`src/rtl/mfp_clock_divider_gen_if.sv`:
```
// mfp_clock_divider_gen_if: mode request in, divided clocks,
// rise strobes and lock status out.
interface mfp_clock_divider_gen_if #(
  parameter int CHANNELS = 4
);
  logic [1:0]          mode;
  logic [CHANNELS-1:0] clk_out;
  logic [CHANNELS-1:0] clk_rise;
  logic [1:0]          mode_active;
  logic                locked;

  modport master (
    input  mode,
    output clk_out,
    output clk_rise,
    output mode_active,
    output locked
  );

  modport slave (
    output mode,
    input  clk_out,
    input  clk_rise,
    input  mode_active,
    input  locked
  );
endinterface

```
`src/rtl/mfp_clock_divider_gen.sv`:
```
// mfp_clock_divider_gen: multi-channel divided clocks with
// glitch-free runtime ratio changes (drain, reload, settle).
module mfp_clock_divider_gen #(
  parameter int CHANNELS = 4,
  parameter int CNT_W = 8,
  parameter logic [CHANNELS*CNT_W-1:0] DIV_BASE =
    {8'd4, 8'd2, 8'd3, 8'd1},
  parameter int LOCK_CYCLES = 16
) (
  input  logic gclk,
  input  logic rst_n,
  mfp_clock_divider_gen_if.master bus
);

  localparam int HW = CNT_W + 2;
  localparam int SW =
    (LOCK_CYCLES > 1) ? $clog2(LOCK_CYCLES) : 1;

  typedef enum logic [1:0] {
    LOAD,
    SETTLE,
    RUN,
    STOP
  } state_t;

  state_t              state;
  state_t              state_nx;
  logic [1:0]          mode_meta;
  logic [1:0]          mode_sync;
  logic [1:0]          mode_active;
  logic [SW-1:0]       settle_cnt;
  logic                locked;
  logic [CHANNELS-1:0] clk_out;
  logic [CHANNELS-1:0] clk_rise;
  logic                mismatch;
  logic                settle_done;
  logic                hold;

  // Half-period minus one; a zero base field acts as 1.
  function automatic logic [HW-1:0] half_m1(
    input logic [CNT_W-1:0] base,
    input logic [1:0]       m
  );
    logic [HW-1:0] h;
    h = (base == '0) ? HW'(1) : HW'(base);
    case (m)
      2'd1:    h = h << 1;
      2'd2:    h = h << 2;
      default: h = h;
    endcase
    return h - HW'(1);
  endfunction

  assign mismatch    = mode_sync != mode_active;
  assign settle_done = settle_cnt == SW'(LOCK_CYCLES - 1);
  assign hold        = mode_active == 2'd3;

  // Mode synchroniser and state register
  always_ff @(posedge gclk or negedge rst_n) begin
    if (!rst_n) begin
      mode_meta <= 2'd0;
      mode_sync <= 2'd0;
      state     <= LOAD;
    end else begin
      mode_meta <= bus.mode;
      mode_sync <= mode_meta;
      state     <= state_nx;
    end
  end

  // Next-state decode
  always_comb begin
    state_nx = state;
    unique case (state)
      LOAD:   state_nx = SETTLE;
      SETTLE: begin
        if (mismatch)         state_nx = STOP;
        else if (settle_done) state_nx = RUN;
      end
      RUN:    if (mismatch) state_nx = STOP;
      STOP:   if (clk_out == '0) state_nx = LOAD;
    endcase
  end

  // Applied mode, settle count and lock flag
  always_ff @(posedge gclk or negedge rst_n) begin
    if (!rst_n) begin
      mode_active <= 2'd0;
      settle_cnt  <= '0;
      locked      <= 1'b0;
    end else begin
      unique case (state)
        LOAD: begin
          mode_active <= mode_sync;
          settle_cnt  <= '0;
          locked      <= 1'b0;
        end
        SETTLE: begin
          settle_cnt <= settle_cnt + SW'(1);
          if (!mismatch && settle_done) locked <= 1'b1;
        end
        RUN:  if (mismatch) locked <= 1'b0;
        STOP: locked <= 1'b0;
      endcase
    end
  end

  for (genvar c = 0; c < CHANNELS; c++) begin : g_ch
    logic [HW-1:0] cnt;
    logic [HW-1:0] h_load;
    logic [HW-1:0] h_act;
    logic          co;
    logic          cr;

    assign h_load = half_m1(DIV_BASE[c*CNT_W +: CNT_W], mode_sync);
    assign h_act  = half_m1(DIV_BASE[c*CNT_W +: CNT_W], mode_active);

    // Half-period counter; STOP only lets a high phase finish
    always_ff @(posedge gclk or negedge rst_n) begin
      if (!rst_n) begin
        cnt <= '0;
        co  <= 1'b0;
        cr  <= 1'b0;
      end else begin
        cr <= 1'b0;
        unique case (state)
          LOAD: begin
            cnt <= h_load;
            co  <= 1'b0;
          end
          SETTLE, RUN: begin
            if (cnt == '0) begin
              cnt <= h_act;
              if (!hold) begin
                co <= ~co;
                cr <= ~co;
              end
            end else begin
              cnt <= cnt - HW'(1);
            end
          end
          STOP: begin
            if (co) begin
              if (cnt == '0) begin
                co  <= 1'b0;
                cnt <= h_act;
              end else begin
                cnt <= cnt - HW'(1);
              end
            end
          end
        endcase
      end
    end

    assign clk_out[c]  = co;
    assign clk_rise[c] = cr;
  end

  assign bus.clk_out     = clk_out;
  assign bus.clk_rise    = clk_rise;
  assign bus.mode_active = mode_active;
  assign bus.locked      = locked;

endmodule

```
`src/flat_wrapper.sv`:
```
// flat-port wrapper written by rule: the top's interface ports become plain ports
module mfp_clock_divider_gen_flat 
#(
  parameter int CHANNELS = 4,
  parameter int CNT_W = 8,
  parameter logic [CHANNELS*CNT_W-1:0] DIV_BASE =
    {8'd4, 8'd2, 8'd3, 8'd1},
  parameter int LOCK_CYCLES = 16
)
  (gclk, rst_n, bus_mode, bus_clk_out, bus_clk_rise, bus_mode_active, bus_locked);
  mfp_clock_divider_gen_if #(.CHANNELS(CHANNELS)) bus_i ();
  input  logic gclk;
  input  logic rst_n;
  input wire logic [$bits(bus_i.mode)-1:0] bus_mode;
  output wire logic [$bits(bus_i.clk_out)-1:0] bus_clk_out;
  output wire logic [$bits(bus_i.clk_rise)-1:0] bus_clk_rise;
  output wire logic [$bits(bus_i.mode_active)-1:0] bus_mode_active;
  output wire logic [$bits(bus_i.locked)-1:0] bus_locked;
  assign bus_i.mode = bus_mode;
  assign bus_clk_out = bus_i.clk_out;
  assign bus_clk_rise = bus_i.clk_rise;
  assign bus_mode_active = bus_i.mode_active;
  assign bus_locked = bus_i.locked;
  mfp_clock_divider_gen #(.CHANNELS(CHANNELS), .CNT_W(CNT_W), .DIV_BASE(DIV_BASE), .LOCK_CYCLES(LOCK_CYCLES)) u_core (.gclk(gclk), .rst_n(rst_n), .bus(bus_i));
endmodule
```
`config.mk`:
```
export PLATFORM = sky130hd
export DESIGN_NAME = mfp_clock_divider_gen_flat
export DESIGN_NICKNAME = d
export VERILOG_FILES = /design/src/rtl/mfp_clock_divider_gen_if.sv /design/src/rtl/mfp_clock_divider_gen.sv /design/src/flat_wrapper.sv
export SDC_FILE = /design/constraint.sdc
export NUM_CORES = 1
export LEC_CHECK = 0
export BUFFER_PORTS_ARGS = -buffer_cell sky130_fd_sc_hd__buf_2
export CORE_MARGIN = 4
export CORE_UTILIZATION = 46
export DETAILED_ROUTE_END_ITERATION = 12
export SYNTH_ARGS = -nofsm -noshare
export SYNTH_HDL_FRONTEND = slang
export SYNTH_SLANG_ARGS = --single-unit
```
`constraint.sdc`:
```
create_clock -name gclk -period 2.22 [get_ports gclk]
set_input_delay 0.111 -clock gclk [delete_from_list [all_inputs] [get_ports gclk]]
set_output_delay 0.111 -clock gclk [all_outputs]
set_load 0.005 [all_outputs]
```
==> results.ini <==
[job]
cap_violations = 0

[global_routing]
antenna_found_initial = 0
grt-ovfl-total = 0
track_usage_pct = 17.5
grt_pass1_wl_mm = 12.1
grt_pass1_vias = 2511
grt_max_degree = 28

[setup_path]
crit_family = simple AND/OR/NAND/NOR gates
crit_type = reg -> reg
rr_worst_depth = 6
critPathMaxFanout = 9
cp_slowest_cell = or3b_2
cp.required_ns = 2.48
critPathCaptureType = register
arrival_ns = 2.37
setup.worst_path.start_class = register
worst-path-stages = 6
cp_cell_sequence = inv_1, ha_1, or3b_2, nor4_1, a31oi_1, o22ai_1
slowest_delay_ns = 0.49
crit_buf_inv = 1

[finish]
areaGrowthSynthToFinish_pct = 10.0
final_nets = 397
diodes = 0
nFillCells = 705
final_layout_size_suffix_gt1_share_pct = 14.2

[drt]
ant_nets = 0
wirelength_mm = 7.09
avgRoutedWirePerCell_um = 14.8
drc = 0
dr.first_iter.drc_count = 85
via_count = 2591
drt_pre_antenna_iters = 4
routed_via_density = 5.42

[floorplanning]
dieArea_um2 = 9000
core_area_um2 = 7290
rows = 31
initial_core_util_pct = 47.6
die_w_um = 94.8
io_pins = 15
dieHeight_um = 94.8

[logic_synthesis]
netlist_top_cells_area = dfrtp_1, ha_1, nor2_1
dominantRegCellSynth = dfrtp_1
synth_top_area_share_pct = 44.0
synthTopCellsByCount = dfrtp_1, nor2_1, nand2_1
ys_warn_count = 0
synth_cells = 356
syn_avg_cell_area_um2 = 9.75
synth_async_sr_flop_share_pct = 100
yosysMostFrequentCell = dfrtp_1
syn_area_um2 = 3470
ys_seq_area_share_pct = 44.0
syn_nets = 379
synth_seq_cells = 61
yosys.area.top_type = dfrtp_1
synthDistinctLibCells = 48
synth_edf_count = 0

[power]
p_per_area_nw_per_um2 = 1480
total_power_w = 0.00567
cellLeakagePower_nw = 1.75
ir_worst_vdd_v = 0.000671

[timing]
rsz0062_at_grt = no
hold_viol_final = 0
setup_viol = 0
fin_crit_sh_pct = 95.3
worstMarginPinSlew_ns = 0.667
maxSlewViolCount = 0
slew_headroom_pct = 55.4
fmax_mhz = 473
timing.setup.tns_ns = 0
whs_ns = 0.175
finClkSkew_ns = 0.00721
min_period_ns = 2.12

[clock_tree]
cts_max_path_buffers = 2
htreeDepth = 3
post_cts_buffers = 0
cts-root-buf = clkbuf_8
cts_buffers = 9
cts_tree = done
clk_pin_slew_ns = 0.07
cts.sinks = 61
clk_latency_ns = 0.34

[status]
outcome = completed

[hold_path]
hold_class = in -> async

[placed_design]
port_buffers = 14
place.gp.congestion = 0.797
dpl.hpwl_mm = 5.08

report_power, final:
group	switching, W	internal (W)
Clock	0.000433	0.000397
Combinational	0.00158	0.00127
Sequential	0.000456	0.00153
metrics by stage:
step / area (µm²) / instances / utilization, % / setup slack, ns
3_3_place_gp: 3620 / 459 / 49.7 / 0.132
5_1_grt: 3820 / 478 / 52.4 / 0.0353
2_1_floorplan: 3470 / 356 / - / 0.348
4_1_cts: 3810 / 478 / 52.3 / 0.0565
6_report: 3820 / 478 / 52.4 / 0.104
3_5_place_dp: 3620 / 459 / 49.7 / 0.0739
cell families (layout without fill, tap and decap cells):
kind of cell | after synthesis | after routing | synth area share (%)
and+or+nand+nor | 145 | 145 | 23.4
DFF | 61 | 61 | 44.0
muxes | 7 | 7 | 2.13
xor gates and xnor gates | 29 | 29 | 7.32
buffers and inverters | 33 | 56 | 4.65
AOI/OAI and AO/OA | 62 | 62 | 11.6
adders and majority gates | 19 | 19 | 6.85
cells in the final DEF (no fill, tap or decap), types with 13 or more instances in the layout:
master and instances:
ha_1 19, xnor2_1 15, a21oi_1 15, dfrtp_1 61
nor2_1 43, buf_2 14, xor2_1 14, o21ai_0 13
inv_1 14, nand2_1 20
state kept, by name, summed over array words and instances (netlist names):
| register | flops |
|---|---|
| u_core.state | 2 |
| u_core.g_ch.cr | 4 |
| u_core.g_ch.co | 4 |
| u_core.g_ch.cnt | 40 |
| u_core.mode_sync | 2 |
| u_core.settle_cnt | 4 |
| u_core.bus.mode_active | 2 |
| u_core.mode_meta | 2 |
| u_core.bus.locked | 1 |
final cells by class:
cell class / instances / area (µm²) / share of cell area (%)
well taps: 99 / 124 / 3.24
flip-flops and latches: 61 / 1530 / 40.0
clock inverters: 5 / 27.5 / 0.721
inverters: 14 / 52.6 / 1.38
repair buffers: 26 / 168 / 4.39
multi-input cells: 262 / 1790 / 46.8
clock buffers: 11 / 131 / 3.44
layer usage:
layer  vias to the layer above  track usage (%)  wire length [µm]
met3                         4             5.34               307
met5                         -                0                 0
met2                        47             26.4              3140
li1                       1300                -                 -
met1                      1240             24.1              3580
met4                         0             5.41                63
final timing paths:
| kind | start | endpoint | slack (ns) |
|---|---|---|---|
| setup / recovery | u_core.state[0]$_DFFE_PN0P_ | u_core.g_ch[3].co$_DFFE_PN0P_ | 0.10 |
| hold / removal | rst_n | u_core.g_ch[2].cnt[9]$_DFFE_PN0P_ | 0.18 |
| setup reg to reg | u_core.state[0]$_DFFE_PN0P_ | u_core.g_ch[3].co$_DFFE_PN0P_ | 0.10 |
| hold reg to reg | u_core.mode_meta[0]$_DFF_PN0_ | u_core.mode_sync[0]$_DFF_PN0_ | 0.35 |
| max in group asynchronous | rst_n | u_core.mode_meta[0]$_DFF_PN0_ | 1.40 |
| min in group gclk | u_core.mode_meta[0]$_DFF_PN0_ | u_core.mode_sync[0]$_DFF_PN0_ | 0.35 |
timing repair:
action / CTS / global route
resized for setup: 0 / 1
setup endpoints to repair: 0 / 1
endpoints found under the hold margin: 13 / 0
hold buffers: 3 / 0
Power figures use the tool's default switching activity.
